[config.mk]
export PLATFORM = sky130hd
export DESIGN_NAME = piso_sched
export DESIGN_NICKNAME = d
export VERILOG_FILES = /design/src/rtl/piso_sched_pkg.sv /design/src/rtl/piso_sched_skp_timer.sv /design/src/rtl/piso_sched.sv
export SDC_FILE = /design/constraint.sdc
export NUM_CORES = 1
export LEC_CHECK = 0
export ABC_AREA = 1
export CELL_PAD_IN_SITES_DETAIL_PLACEMENT = 2
export CELL_PAD_IN_SITES_GLOBAL_PLACEMENT = 2
export CORE_ASPECT_RATIO = 1.4
export CORE_UTILIZATION = 29
export DETAILED_ROUTE_END_ITERATION = 8
export GPL_TIMING_DRIVEN = 0
export PLACE_DENSITY = 0.92
export SYNTH_ARGS = -nofsm -noshare
export SYNTH_HDL_FRONTEND = slang
export SYNTH_SLANG_ARGS = --single-unit
[constraint.sdc]
create_clock -name clk -period 2.8 [get_ports clk]
set_clock_uncertainty 0.05 [all_clocks]
set_input_delay 0.56 -clock clk [delete_from_list [all_inputs] [get_ports clk]]
set_output_delay 0.56 -clock clk [all_outputs]
set_load 0.01 [all_outputs]
[src/rtl/piso_sched_pkg.sv]
// Shared types and constants for the PISO symbol scheduler.
package piso_sched_pkg;

  typedef enum logic [1:0] {StOff, StLoad, StShift} state_e;

  localparam logic [1:0] SrcIdle = 2'd0;
  localparam logic [1:0] SrcData = 2'd1;
  localparam logic [1:0] SrcOs   = 2'd2;
  localparam logic [1:0] SrcSkp  = 2'd3;

  localparam logic [9:0] ComSym  = 10'h17C;
  localparam logic [9:0] SkpSym  = 10'h0BC;
  localparam logic [9:0] IdleSym = 10'h0B9;

  localparam int unsigned DefSkpInterval = 1180;
  localparam int unsigned DefSkpNum      = 3;

endpackage

[src/rtl/piso_sched_skp_timer.sv]
// SKP insertion timer: counts issued symbols and walks the COM/SKP sequence.
module piso_sched_skp_timer
  import piso_sched_pkg::*;
#(
  parameter int unsigned SkpInterval = DefSkpInterval,
  parameter int unsigned SkpNum      = DefSkpNum
) (
  input  logic       clk,
  input  logic       rst,
  input  logic       issue,
  input  logic       take,
  output logic       skp_pending,
  output logic       skp_active,
  output logic [9:0] skp_sym
);

  localparam int unsigned CntW = $clog2(SkpInterval + 1);
  localparam int unsigned IdxW = $clog2(SkpNum + 1);

  logic [CntW-1:0] sym_cnt_q, sym_cnt_d;
  logic [IdxW-1:0] idx_q, idx_d;

  assign skp_pending = (sym_cnt_q == CntW'(SkpInterval));
  assign skp_active  = (idx_q != '0);
  // Index 0 means the next sequence symbol is COM; 1..SkpNum are SKP fillers.
  assign skp_sym     = skp_active ? SkpSym : ComSym;

  always_comb begin
    sym_cnt_d = sym_cnt_q;
    idx_d     = idx_q;
    if (take) begin
      if (!skp_active) begin
        idx_d     = IdxW'(1);
        sym_cnt_d = '0;
      end else if (idx_q == IdxW'(SkpNum)) begin
        idx_d = '0;
      end else begin
        idx_d = idx_q + IdxW'(1);
      end
    end else if (issue && !skp_pending) begin
      sym_cnt_d = sym_cnt_q + CntW'(1);
    end
  end

  always_ff @(posedge clk) begin
    if (rst) begin
      sym_cnt_q <= '0;
      idx_q     <= '0;
    end else begin
      sym_cnt_q <= sym_cnt_d;
      idx_q     <= idx_d;
    end
  end

endmodule

[src/rtl/piso_sched.sv]
// Symbol scheduler for the 10-bit PISO: arbitrates SKP, ordered-set and data
// sources and sequences one load plus ten shift cycles per symbol.
module piso_sched
  import piso_sched_pkg::*;
#(
  parameter int unsigned SkpInterval = DefSkpInterval,
  parameter int unsigned SkpNum      = DefSkpNum
) (
  input  logic       clk,
  input  logic       rst,
  input  logic       en,
  input  logic       os_valid,
  input  logic [9:0] os_sym,
  input  logic       os_last,
  output logic       os_ready,
  input  logic       d_valid,
  input  logic [9:0] d_sym,
  output logic       d_ready,
  output logic       piso_mode,
  output logic [9:0] piso_pin,
  output logic [1:0] sym_src,
  output logic       sym_start,
  output logic       skp_pending
);

  state_e     state_q, state_d;
  logic [3:0] bit_cnt_q, bit_cnt_d;
  logic       os_lock_q, os_lock_d;
  logic [9:0] pin_q, pin_d;
  logic [1:0] src_q, src_d;

  logic       decide, sym_issue, skp_take, skp_active;
  logic [9:0] skp_sym, sel_sym;
  logic [1:0] sel_src;

  assign decide = !rst && en &&
                  ((state_q == StOff) || (state_q == StShift && bit_cnt_q == 4'd9));

  piso_sched_skp_timer #(
    .SkpInterval(SkpInterval),
    .SkpNum     (SkpNum)
  ) u_skp_timer (
    .clk        (clk),
    .rst        (rst),
    .issue      (sym_issue),
    .take       (skp_take),
    .skp_pending(skp_pending),
    .skp_active (skp_active),
    .skp_sym    (skp_sym)
  );

  // Arbitration; an ordered set in progress outranks a pending SKP.
  always_comb begin
    os_ready  = 1'b0;
    d_ready   = 1'b0;
    sel_sym   = IdleSym;
    sel_src   = SrcIdle;
    os_lock_d = os_lock_q;
    skp_take  = 1'b0;
    sym_issue = 1'b0;
    if (decide) begin
      if (os_lock_q) begin
        sym_issue = 1'b1;
        if (os_valid) begin
          os_ready = 1'b1;
          sel_sym  = os_sym;
          sel_src  = SrcOs;
          if (os_last) os_lock_d = 1'b0;
        end
      end else if (skp_active || skp_pending) begin
        skp_take = 1'b1;
        sel_sym  = skp_sym;
        sel_src  = SrcSkp;
      end else if (os_valid) begin
        sym_issue = 1'b1;
        os_ready  = 1'b1;
        sel_sym   = os_sym;
        sel_src   = SrcOs;
        os_lock_d = !os_last;
      end else if (d_valid) begin
        sym_issue = 1'b1;
        d_ready   = 1'b1;
        sel_sym   = d_sym;
        sel_src   = SrcData;
      end else begin
        sym_issue = 1'b1;
      end
    end
  end

  always_comb begin
    state_d   = state_q;
    bit_cnt_d = bit_cnt_q;
    pin_d     = pin_q;
    src_d     = src_q;
    unique case (state_q)
      StOff:  if (en) state_d = StLoad;
      StLoad: begin
        state_d   = StShift;
        bit_cnt_d = 4'd0;
      end
      StShift: begin
        if (bit_cnt_q == 4'd9) begin
          state_d = en ? StLoad : StOff;
          if (!en) begin
            pin_d = IdleSym;
            src_d = SrcIdle;
          end
        end else begin
          bit_cnt_d = bit_cnt_q + 4'd1;
        end
      end
      default: state_d = StOff;
    endcase
    if (decide) begin
      pin_d = sel_sym;
      src_d = sel_src;
    end
  end

  always_ff @(posedge clk) begin
    if (rst) begin
      state_q   <= StOff;
      bit_cnt_q <= 4'd0;
      os_lock_q <= 1'b0;
      pin_q     <= IdleSym;
      src_q     <= SrcIdle;
    end else begin
      state_q   <= state_d;
      bit_cnt_q <= bit_cnt_d;
      os_lock_q <= os_lock_d;
      pin_q     <= pin_d;
      src_q     <= src_d;
    end
  end

  assign piso_mode = (state_q == StShift);
  assign sym_start = (state_q == StLoad);
  assign piso_pin  = pin_q;
  assign sym_src   = src_q;

endmodule

**After elaboration in Yosys (flattened, before gate mapping)**

Index checks and enable logic that the tools add are counted.

- Flip-flop bits (word level): 32
- Bits of input ports: 26
- Output and inout port bits: 17
- Word-level logic and storage cells: 89

- Eq/ne operators: 10
- Reduce and logical (&&, ||, !) cells: 19
- Multiplexer cells: 50
- Add/sub/neg operators: 3

Operators by type and width:

| operator | number |
|---|---|
| 2-to-1 mux 10 bit | 9 |
| 2-to-1 mux 11 bit | 3 |
| 2-to-1 mux 2 bit | 12 |
| 2-to-1 mux 1 bit | 22 |
| adder 11 x 1 -> 11 bit (second input constant) | 1 |
| == test 11 bit (second input constant) | 1 |
| nonzero test 2 bit | 5 |
| 2-to-1 mux 9 bit | 1 |
| one-hot mux 4 bit (2 select lines) | 1 |
| inequality test 2 bit (second input constant) | 3 |
| one-hot mux 2 bit (3 select lines) | 1 |
| AND reduction 2 bit | 3 |
| adder 4 x 1 -> 4 bit (second input constant) | 1 |
| == test 2 bit (second input constant) | 2 |
| == test 4 bit (second input constant) | 1 |
| logical AND 1 bit | 4 |
| 2-to-1 mux 4 bit | 1 |
| inequality test 2 x 1 -> 1 bit (second input constant) | 2 |
| logical NOT 1 bit | 3 |
| AND reduction 3 bit | 1 |
| adder 2 x 1 -> 2 bit (second input constant) | 1 |
| == test 2 x 1 -> 1 bit (second input constant) | 1 |
| logical NOT 2 bit | 1 |
| logical OR 1 bit | 2 |

**Longest topological paths before layout**

Gate-level depths: netlist of the first run.

- Word-level depth: 8
- Depth in mapped cells: 12
- Mapped depth without buffers: 12

**Cells and area by module**

From an unflattened synthesis of the first run, not the netlist that was laid out.

- Cells, all modules: 359
- Area, all modules: 2351.0 µm²

Modules (own cells, without submodules):

| module | area an instance (µm²) | instances | cells each | sequential area each (µm²) |
|---|---|---|---|---|
| piso_sched | 1376.3 | 1 | 218 | 380.4 |
| piso_sched_skp_timer | 974.7 | 1 | 141 | 260.2 |

**Worst setup path before layout of the first run**

Ideal clock, no wire load.

- Path kind: input port to output port
- Start point: input port rst
- End point: output port os_ready
- Arrival: 1355 ps
- Required time: 2190 ps
- Setup slack: 835 ps
- Cell stages on the path: 7
- Buffers on the path: 0
- Cells stage by stage: inv_2 nand3_1 inv_2 nand2_4 nor2_1 inv_1 a21oi_1

- Cells in the longest elaborated chain, start to end: 4

Ends and longest elaborated chain:

| element | RTL line | RTL |
|---|---|---|
| start: declaration | piso_sched.sv:10 | `input logic rst,` |
| logical NOT 1 bit | piso_sched.sv:36 | `assign decide = !rst && en &&` |
| logical AND 1 bit (2 in a row) | piso_sched.sv:36 |  |
| 2-to-1 mux 1 bit | piso_sched.sv:61 | `if (decide) begin` |
| end: declaration | piso_sched.sv:15 | `output logic os_ready,` |

Every way passes these cells.

**Final worst setup path of the first run**

- Start point: register u_skp_timer.sym_cnt_q[0]
- End point: output port skp_pending

- Cells in the longest elaborated chain, start to end: 1

Ends and longest elaborated chain:

| element | RTL line | RTL |
|---|---|---|
| start: declaration | piso_sched_skp_timer.sv:20 | `logic [CntW-1:0] sym_cnt_q, sym_cnt_d;` |
| start signal: assignment | piso_sched_skp_timer.sv:50 | `sym_cnt_q <= sym_cnt_d;` |
| == test 11 bit | piso_sched_skp_timer.sv:23 | `assign skp_pending = (sym_cnt_q == CntW'(SkpInterval));` |
| end: declaration | piso_sched.sv:23 | `output logic skp_pending` |

Every way passes these cells.

==> results of run 1 <==
worst max path at each step:
stage	start	to	depth (start not counted)
6_report	u_skp_timer.sym_cnt_q[0]$_SDFFE_PP0P_	skp_pending	7
5_1_grt	u_skp_timer.sym_cnt_q[0]$_SDFFE_PP0P_	skp_pending	7
4_1_cts	u_skp_timer.sym_cnt_q[0]$_SDFFE_PP0P_	skp_pending	7
3_5_place_dp	os_valid	os_ready	6
3_3_place_gp	os_valid	os_ready	6
2_1_floorplan	rst	os_ready	7
registers in the layout (all words and copies together) (netlist names):
name and count:
u_skp_timer.sym_cnt_q 11, piso_pin 10, bit_cnt_q 4, state_q 2, sym_src 2, u_skp_timer.idx_q 2
os_lock_q 1
cells in the mapped netlist, types with 4 or more instances:
cell type,number
nand2_1,77
inv_1,50
dfxtp_1,32
nand3_1,29
a21oi_1,19
nor2_1,18
o21ai_0,9
ha_1,6
nand4_1,6
inv_2,5
nand2_2,5
nand3b_1,5
nand2_4,4
xor2_1,4
critical path, cell delays in order (launching register included):
cell             delay (ns)
dfxtp_1                0.36
inv_1                  0.13
ha_1                   0.17
inv_1                  0.05
nor2_2                 0.18
nand3_2                0.18
inv_1                  0.16
clkdlybuf4s50_1        0.55
logic make-up (layout without fill, tap and decap cells):
group                    Yosys count  count (layout)  synth area share
adder cells (fa/ha/maj)            6               6           0.03896
XOR/XNOR                           5               5           0.02273
flip-flops                        32              32            0.3325
AND/OR/NAND/NOR                  152             152            0.3708
AO/OA/AOI/OAI                     37              37            0.1026
buffers and inverters             63             114            0.1325
per-stage QoR:
stage | area, µm² | worst slack [ns] | cells | setup TNS, ns
5_1_grt | 2551 | -0.004337 | 418 | -0.004337
3_5_place_dp | 2437 | -0.4448 | 409 | -0.6517
3_3_place_gp | 2437 | -0.3861 | 409 | -0.5429
6_report | 2551 | 0.1193 | 418 | 0
2_1_floorplan | 1927 | 0.8351 | 295 | 0
4_1_cts | 2546 | 0.03268 | 418 | 0
cell type report:
class | instances | area [µm²] | area share
multi-input combinational | 200 | 1046 | 0.4100
tap | 72 | 90.09 | 0.03531
buffer | 6 | 38.79 | 0.01520
clock buffer | 8 | 90.09 | 0.03531
sequential | 32 | 640.6 | 0.2511
inverter | 57 | 217.7 | 0.08534
timing repair buffer | 43 | 427.9 | 0.1677
what timing repair did:
item	4_1_cts	5_1_grt
hold buffers	0	0
pin swaps	1	0
setup buffers	1	0
gates cloned	0	0
setup endpoints to repair	2	2
gates resized for setup	7	2
where the power goes:
group | total [mW] | switching (mW) | leakage, nW | internal, mW
logic | 0.182 | 0.0994 | 0.862 | 0.0831
clock network | 0.387 | 0.186 | 0.0455 | 0.201
registers | 0.481 | 0.0118 | 0.260 | 0.469
total | 1.05 | 0.297 | 1.17 | 0.753
routing by layer:
metal / track usage / wire length, µm / vias to the layer above
met5: 0 / 0 / -
met4: 0.1092 / 252 / 0
met3: 0.03579 / 186 / 21
met2: 0.4283 / 4085 / 49
met1: 0.2117 / 2644 / 1048
li1: - / - / 1022
==> results.md, run 1 <==
* Pwr Total at 1.050 mW
* Seq/Total Area, Yosys at 0.3325
* Worst-path maximum fanout at 6
* Max Cap Viol at 0
* H-tree Lvls at 2
* Gpl congestion at 0.7698
* Synth Cell Area at 1927 µm²
* Row cnt at 34
* CTS tree: built
* # setup viols final at 0
* Fill cells at 758
* Total Routed Length at 7169 µm
* Die Wd at 70.89 µm
* Most common cell after layout, fill and taps aside: nand2_1
* Endpoint class of the critical path: output port
* Mapped Nets at 327
* Largest net degree at the start of global routing at 11
* Tot GR Track Use at 0.2171
* Worst Path Arrival at 2.07 ns
* Status: finished, final reports clean
* Syn Area/Cell at 6.532 µm²
* Worst hold path class: reg2reg
* Worst path required time at 2.19 ns
* Final max-slew violation count at 0
* Ys flop type: dfxtp_1
* Drt drc at 0
* Max IR drop VDD at 0.2245 mV
* Cts bufs inserted at 5
* Synth top area cells: dfxtp_1 (33%), nand2_1 (15%), inv_1 (9.7%)
* DP Wirelength at 5398 µm
* Diodes inserted at 0
* Area share of the largest cell type after synthesis at 0.3325
* First-pass GRT wire length at 11670 µm
* Fin. Hold Viols at 0
* Layout cells sized above 1 at 0.1040
* Clock Path Buffers at 2
* Skew-Pair Late Insertion Delay at 0.29 ns
* Rel. slew slack at 0.5693
* Via density at 5.120
* Synth warn at 0
* ANT nets after route at 0
* Die H at 98.45 µm
* Hold Path Sink: piso_pin[8]$_SDFFE_PP0P_
* Root Buffer: clkbuf_8
* Commonest cells after routing, fill and taps aside: nand2_1 (77), inv_1 (49), clkdlybuf4s50_1 (39)
* Final Util at 0.4052
* Worst r2r path cells at 10
* Area grow syn2layout at 32.40%
* GRT overflow at 0
* Final net count at 377
* Fmax at 373.0 MHz
* Crit path kind: reg2out
* Post-synth EDFFs at 0
* Initial DRC Count at 64
* Reg-to-reg slack, setup at 0.94 ns
* Fin Hold WS at 0.4173 ns
* Dominant cell type by area after synthesis: dfxtp_1
* Worst slew pin tran at 0.6461 ns
* DR pass1 iterations at 4
* Unique masters post-synth at 30
* Worst r2r dst: u_skp_timer.sym_cnt_q[2]$_SDFFE_PP0P_
* IO buf count at 42
* Pleak at 1.168 nW
* Post-Synthesis Cells at 295
* Clock sink total at 32
* Core area at 6296 µm²
* Via count at 2140
* Worst hold stages at 2
* Power Density at 411.6 nW/µm²
* Antenna violations before repair at 0
* Worst-path clk slew at 0.07 ns
* Die ar. at 6979 µm²
* Critical path startpoint category: flop
* Fin crit share at 0.9574
* Hold path start: piso_pin[8]$_SDFFE_PP0P_
* Initial core utilization at 0.3060
* Share of flip-flops with an asynchronous set or reset at 0
* FF-to-FF Start: u_skp_timer.sym_cnt_q[0]$_SDFFE_PP0P_
* Seq cells post-synth at 32
* Vias in the first global route at 2437
* Min Tclk post-route at 2.681 ns
* Top Ports at 43
* Post-DR wirelength/cell at 17.15 µm
Power figures use the tool's default switching activity.
==> run 2: changes to the inputs <==
--- a/config.mk
+++ b/config.mk
@@ -5,14 +5,14 @@
 export SDC_FILE = /design/constraint.sdc
 export NUM_CORES = 1
 export LEC_CHECK = 0
-export ABC_AREA = 1
+export ABC_AREA = 0
 export CELL_PAD_IN_SITES_DETAIL_PLACEMENT = 2
 export CELL_PAD_IN_SITES_GLOBAL_PLACEMENT = 2
 export CORE_ASPECT_RATIO = 1.4
-export CORE_UTILIZATION = 29
+export CORE_UTILIZATION = 31
 export DETAILED_ROUTE_END_ITERATION = 8
 export GPL_TIMING_DRIVEN = 0
-export PLACE_DENSITY = 0.92
+export PLACE_DENSITY = 0.9
 export SYNTH_ARGS = -nofsm -noshare
 export SYNTH_HDL_FRONTEND = slang
 export SYNTH_SLANG_ARGS = --single-unit
==> run 2 against run 1 <==
Net effect:
- final cell count fell by 18%
- first-iteration DRC count fell by 17%
- setup slack got worse by 0.023 ns
- sequential power rose by 2%
- clock power rose by 16%
- core utilization rose by 3.7 points
- sequential share of layout area barely moved
- design area rose by 0.98%
- maximum frequency fell by 0.85%
- wire length fell by 3.3%
- die area fell by 9.3%
==> results.md, run 2 <==
* Status: finished, final reports clean
* Crit path kind: reg2out
* Skew-Pair Late Insertion Delay at 0.29 ns (about the same)
* Synth cell count leaders: dfxtp_1 (32), inv_1 (19), a21oi_1 (17)
* Initial core utilization at 0.3200 (+0.01397)
* Area share of the largest cell type after synthesis at 0.3439 (+0.01139)
* Vias in the first global route at 2113 (-13%)
* Final Util at 0.4425 (+0.03730)
* Via density at 5.771 (+13%)
* Core area at 5822 µm² (-7.5%)
* DR pass1 iterations at 4 (unchanged)
* M1 GR Usage at 0.2647 (+0.05302)
* Post-Synth XOR/XNOR Area at 0 (-0.02273)
* Critical path startpoint category: flop
* Unique masters post-synth at 50 (+67%)
* CTS tree: built
* Most frequent cell after synthesis: dfxtp_1
* Root Buffer: clkbuf_8
* Area grow syn2layout at 38.28%
* Die Wd at 67.52 µm (-4.8%)
* Cts hold-fix bufs at 0 (unchanged)
* First-pass GRT wire length at 11170 µm (-4.3%)
* Met3 Use GR at 0.03641 (+0.0006204)
* Fin. Hold Viols at 0 (unchanged)
* Adder-cell share of the synthesized area at 0.04030 (+0.001334)
* Post-synth EDFFs at 0 (unchanged)
* H-tree Lvls at 2 (unchanged)
* Max IR drop VDD at 0.2027 mV (-9.7%)
* DP Wirelength at 4757 µm (-12%)
* ANT nets after route at 0 (unchanged)
* Worst-path clk slew at 0.07 ns (about the same)
* Ys flop type: dfxtp_1
* Mux cell area share after synthesis at 0 (unchanged)
* Diodes inserted at 0 (unchanged)
* Synth top area cells: dfxtp_1 (34%), a21oi_1 (4.6%), ha_1 (4.0%)
* M2 GR Usage at 0.4406 (+0.01234)
* Rel. slew slack at 0.3673 (-0.2020)
* Fin Hold WS at 0.4183 ns (+0.001005 ns)
* Endpoint class of the critical path: output port
* Most crowded layer after global routing: met2
* Fin crit share at 0.9656 (+0.008255)
* Seq cells post-synth at 32 (unchanged)
* Via count at 1968 (-8.0%)
* Worst hold path class: reg2reg
* Worst Path Arrival at 2.09 ns (+0.02 ns)
* Clock Path Buffers at 2 (unchanged)
* RSZ-0062 raised after global routing: no
* Power Density at 439.9 nW/µm² (+6.9%)
* Worst-path maximum fanout at 5 (-1)
* Syn Area/Cell at 8.625 µm² (+32%)
* Most common cell after layout, fill and taps aside: clkdlybuf4s50_1
* GRT overflow at 0 (unchanged)
* Total Routed Length at 6935 µm (-3.3%)
* Main combinational cell family by area after synthesis: compound AO/OA/AOI/OAI gates
* Cts bufs inserted at 5 (unchanged)
* Pleak at 0.9565 nW (-18%)
* Clock sink total at 32 (unchanged)
* Fmax at 369.8 MHz (-0.85%)
* Post-DR wirelength/cell at 20.34 µm (+19%)
* Max Cap Viol at 0 (unchanged)
* Most flops, register: u_skp_timer.sym_cnt_q
* Max FFs per register at 11 (unchanged)
* Post-Synthesis Cells at 216 (-27%)
* IO buf count at 41 (-2.4%)
* Worst path required time at 2.19 ns (about the same)
* Layout cells sized above 1 at 0.1550 (+0.05094)
* Initial DRC Count at 53 (-17%)
* Synth warn at 0 (unchanged)
* Die ar. at 6328 µm² (-9.3%)
* Largest net degree at the start of global routing at 11 (unchanged)
* Compound-Gate Fraction of Synth Area at 0.3022 (+0.1996)
* Commonest cells after routing, fill and taps aside: clkdlybuf4s50_1 (37), dfxtp_1 (28), inv_1 (18)
* Top Ports at 43 (unchanged)
* Tot GR Track Use at 0.2368 (+0.01972)
* Antenna violations before repair at 0 (unchanged)
* Final net count at 302 (-20%)
* Fin Setup TNS at 0 ns (unchanged)
* Gpl congestion at 0.7423 (-3.6%)
* Dominant cell type by area after synthesis: dfxtp_1
* Drt drc at 0 (unchanged)
* # setup viols final at 0 (unchanged)
* Die H at 93.73 µm (-4.8%)
* Share of flip-flops with an asynchronous set or reset at 0 (unchanged)
* Synth Cell Area at 1863 µm² (-3.3%)
* Min Tclk post-route at 2.704 ns (+0.02312 ns)
* Mapped Nets at 248 (-24%)
* Post-Synth Simple-Gate Area at 0.2478 (-0.1230)
* Worst slew pin tran at 0.9434 ns (+0.2973 ns)
* Seq/Total Area, Yosys at 0.3439 (+0.01139)
* Final max-slew violation count at 0 (unchanged)
* Pwr Total at 1.133 mW (+7.9%)
* Row cnt at 33 (-2.9%)
## run 2: cell types whose count changed after synthesis, moves of 6 or more
| cell | change |
|---|---|
| nor2_1 | -8 |
| nand3_1 | -22 |
| nand2_1 | -61 |
| inv_1 | -31 |
| nand4_1 | -6 |
| o31ai_1 | +6 |
| or4_1 | +8 |
| a221oi_1 | +8 |
## run 2: path summary, 6_finish.rpt
kind	startpoint	end	slack (ns)	cells after the start
worst max-delay path	u_skp_timer.sym_cnt_q[1]$_SDFFE_PP0P_	skp_pending	0.1	6
worst min-delay path	piso_pin[8]$_SDFFE_PP0P_	piso_pin[8]$_SDFFE_PP0P_	0.42	2
worst max register to register	bit_cnt_q[1]$_SDFFE_PP0P_	piso_pin[1]$_SDFFE_PP0P_	0.47	7
worst min register to register	piso_pin[8]$_SDFFE_PP0P_	piso_pin[8]$_SDFFE_PP0P_	0.42	2
## run 2: metal layers
metal  share of wire  routed length [µm]  up-vias
li1                -                   -      922
met1            0.41                2835     1009
met2            0.56                3882       27
met3           0.015                 102       10
met4           0.016                 114        0
met5               0                   0        -
## run 2: kinds of logic (layout without fill, tap and decap cells)
logic type,after synthesis,count (layout)
DFF,32,32
buffers and inverters,30,85
and+or+nand+nor,75,75
AOI/OAI and AO/OA,73,73
adders and majority gates,6,6
## run 2: per-stage QoR
stage / worst slack, ns / area [µm²] / instances
final: 0.09619 / 2576 / 341
after global routing: 0.006800 / 2576 / 341
after CTS: 0.01501 / 2552 / 340
after detailed placement: -0.7131 / 2361 / 327
after global placement: -0.6524 / 2361 / 327
after floorplan: 0.5253 / 1863 / 216
## run 2: power by group
part	internal, mW	leakage, nW	switching (mW)
combinational	0.0977	0.640	0.0999
sequential	0.472	0.262	0.0171
clock	0.264	0.0552	0.183
total	0.834	0.956	0.300
## run 2: area by class of cell
cell class | instances | area, µm²
buffer | 9 | 43.79
clock buffer | 6 | 72.57
inverter | 20 | 75.07
sequential | 32 | 645.6
fill | 634 | 3246
timing repair buffer | 48 | 457.9
tap | 70 | 87.58
multi-input combinational | 154 | 1159
clock inverter | 2 | 35.03
## run 2: worst max-delay path: stages, from the launching register on
cell and delay (ns):
dfxtp_2 0.35, inv_1 0.11, ha_2 0.22, nor4b_4 0.25, nand3_2 0.16, inv_1 0.16, clkdlybuf4s50_1 0.55
## run 2: what timing repair did
item	CTS	global route
endpoints found under the setup margin	3	1
pin swaps	5	0
gates cloned	0	0
gates resized for setup	18	3
buffers inserted	6	1
==> run 3: changes to the inputs <==
--- a/config.mk
+++ b/config.mk
@@ -13,6 +13,7 @@
 export DETAILED_ROUTE_END_ITERATION = 8
 export GPL_TIMING_DRIVEN = 0
 export PLACE_DENSITY = 0.9
+export SKIP_CTS_REPAIR_TIMING = 1
 export SYNTH_ARGS = -nofsm -noshare
 export SYNTH_HDL_FRONTEND = slang
 export SYNTH_SLANG_ARGS = --single-unit
==> run 3 against run 2 <==
Net effect:
- the run now ends with negative setup slack left
- critical endpoint is now d_ready
- power down 0.49%
- final cell count is 1.2% lower
- setup slack worse by 0.19 ns
- wire length decreased by 3.0%
- sequential power barely moved
- sequential share of layout area up 0.062 points
- design area shrank 0.83%
- non-clock buffer count decreased by 4
==> results.md, run 3 (synthesis results as in run 2) <==
* Status: finished, violations left
* Failing checks: negative setup slack
* Cts bufs inserted at 5 (unchanged)
* Commonest cells after routing, fill and taps aside: clkdlybuf4s50_1 (38), dfxtp_1 (31), inv_1 (17), a21oi_1 (17), nand2_1 (16)
* FF-to-FF Start: bit_cnt_q[1]$_SDFFE_PP0P_
* Area grow syn2layout at 37.14%
* Power Density at 441.4 nW/µm² (+0.34%)
* Post-Layout Cell Count at 337 (-1.2%)
* Core area at 5822 µm² (unchanged)
* GRT overflow at 0 (unchanged)
* Pleak at 0.9567 nW (about the same)
* DR pass1 iterations at 4 (unchanged)
* Skew-Pair Late Insertion Delay at 0.29 ns (about the same)
* Worst slew pin tran at 1.025 ns (+0.08197 ns)
* Root Buffer: clkbuf_8
* # placed instances at 327 (unchanged)
* Final net count at 298 (-1.3%)
* Hold Path Sink: sym_src[1]$_SDFFE_PP0P_
* Die H at 93.73 µm (unchanged)
* Max Cap Viol at 0 (unchanged)
* H-tree Lvls at 2 (unchanged)
* Rel. slew slack at 0.3123 (-0.05498)
* Layout cells sized above 1 at 0.1348 (-0.02015)
* Tot GR Track Use at 0.2242 (-0.01265)
* Worst hold path class: reg2reg
* Final Util at 0.4389 (-0.003653)
* Via count at 1956 (-0.61%)
* Initial core utilization at 0.3200 (unchanged)
* DP Wirelength at 4757 µm (unchanged)
* Final max-slew violation count at 0 (unchanged)
* Min Tclk post-route at 2.889 ns (+0.1853 ns)
* Row cnt at 33 (unchanged)
* Vias in the first global route at 2051 (-2.9%)
* Via density at 5.804 (+0.57%)
* Gpl congestion at 0.7423 (unchanged)
* Die Wd at 67.52 µm (unchanged)
* Worst-path clk slew at 0.07 ns (about the same)
* Endpoint class of the critical path: output port
* Post-DR wirelength/cell at 19.97 µm (-1.8%)
* Fin. Hold Viols at 0 (unchanged)
* Sequential standard cell area at 641.9 µm² (-0.58%)
* ANT nets after route at 0 (unchanged)
* Antenna violations before repair at 0 (unchanged)
* Diodes inserted at 0 (unchanged)
* Clock Path Buffers at 2 (unchanged)
* Top Ports at 43 (unchanged)
* Worst path required time at 2.19 ns (about the same)
* Worst Path Arrival at 2.28 ns (+0.19 ns)
* Critical path startpoint category: flop
* RSZ-0062 raised after global routing: yes
* Max IR drop VDD at 0.2028 mV (about the same)
* Worst-path maximum fanout at 6 (+1)
* # setup viols final at 1 (+1)
* Worst hold stages at 2 (unchanged)
* First-pass GRT wire length at 10620 µm (-4.9%)
* CTS tree: built
* Most common cell after layout, fill and taps aside: clkdlybuf4s50_1
* Fmax at 346.1 MHz (-6.4%)
* Largest net degree at the start of global routing at 11 (unchanged)
* Clock sink total at 32 (unchanged)
* Max FFs per register at 11 (unchanged)
* Total Routed Length at 6730 µm (-3.0%)
* Worst r2r path cells at 7 (unchanged)
* Initial DRC Count at 47 (-11%)
* Die ar. at 6328 µm² (unchanged)
* Crit path kind: reg2out
* Fin crit share at 1.032 (+0.06616)
* Reg-to-reg slack, setup at 0.37 ns (-0.10 ns)
* Multi-input logic area at 1159 µm² (unchanged)
* Most flops, register: u_skp_timer.sym_cnt_q
* Hold path start: sym_src[1]$_SDFFE_PP0P_
* IO buf count at 41 (unchanged)
* Worst r2r dst: piso_pin[1]$_SDFFE_PP0P_
* Final worst slack at -0.08907 ns (-0.1853 ns)
* Drt drc at 0 (unchanged)
* Fill cells at 636 (+0.32%)
==> run 3: where the power goes <==
| part | total [mW] | internal, mW | switching, mW |
|---|---|---|---|
| registers | 0.489 | 0.471 | 0.0173 |
| logic | 0.193 | 0.0956 | 0.0972 |
| clock network | 0.446 | 0.264 | 0.182 |
==> run 3: routing by layer <==
layer	vias to the layer above	track usage	share of wire
li1	915	-	-
met1	1005	0.2519	0.41
met2	28	0.4158	0.56
met3	8	0.03519	0.018
met4	0	0.06383	0.014
met5	-	0	0
==> run 3: metrics by stage <==
stage          power (mW)  setup slack [ns]   TNS, ns  area [µm²]  hold slack, ns
2_1_floorplan      0.5785            0.5253         0        1863          0.4000
3_3_place_gp       0.6642           -0.6524    -1.113        2361          0.3811
3_5_place_dp       0.6746           -0.7131    -1.213        2361          0.3979
4_1_cts             1.127           -0.7357    -1.383        2469          0.4053
5_1_grt             1.173           -0.1719   -0.1719        2555          0.4206
6_report            1.128          -0.08907  -0.08907        2555          0.3976
==> run 3: final cells by class <==
class	instances	area share
clock buffer	6	0.02840
multi-input combinational	154	0.4535
timing repair buffer	44	0.1724
buffer	9	0.01714
sequential	32	0.2512
tap	70	0.03428
inverter	20	0.02938
clock inverter	2	0.01371
==> run 3: worst max path at each step <==
stage | startpoint | end
finish | bit_cnt_q[1]$_SDFFE_PP0P_ | d_ready
detailed placement | d_valid | d_ready
CTS | en | d_ready
floorplan | os_valid | d_ready
global placement | d_valid | d_ready
global route | bit_cnt_q[1]$_SDFFE_PP0P_ | d_ready
==> run 3: worst max-delay path, cell delays in order (launching register included) <==
cell and delay [ns]:
dfxtp_1 0.38, inv_1 0.08, ha_1 0.21, and3b_1 0.23, o21ai_4 0.23, inv_2 0.12, and4_4 0.25, clkdlybuf4s50_1 0.48
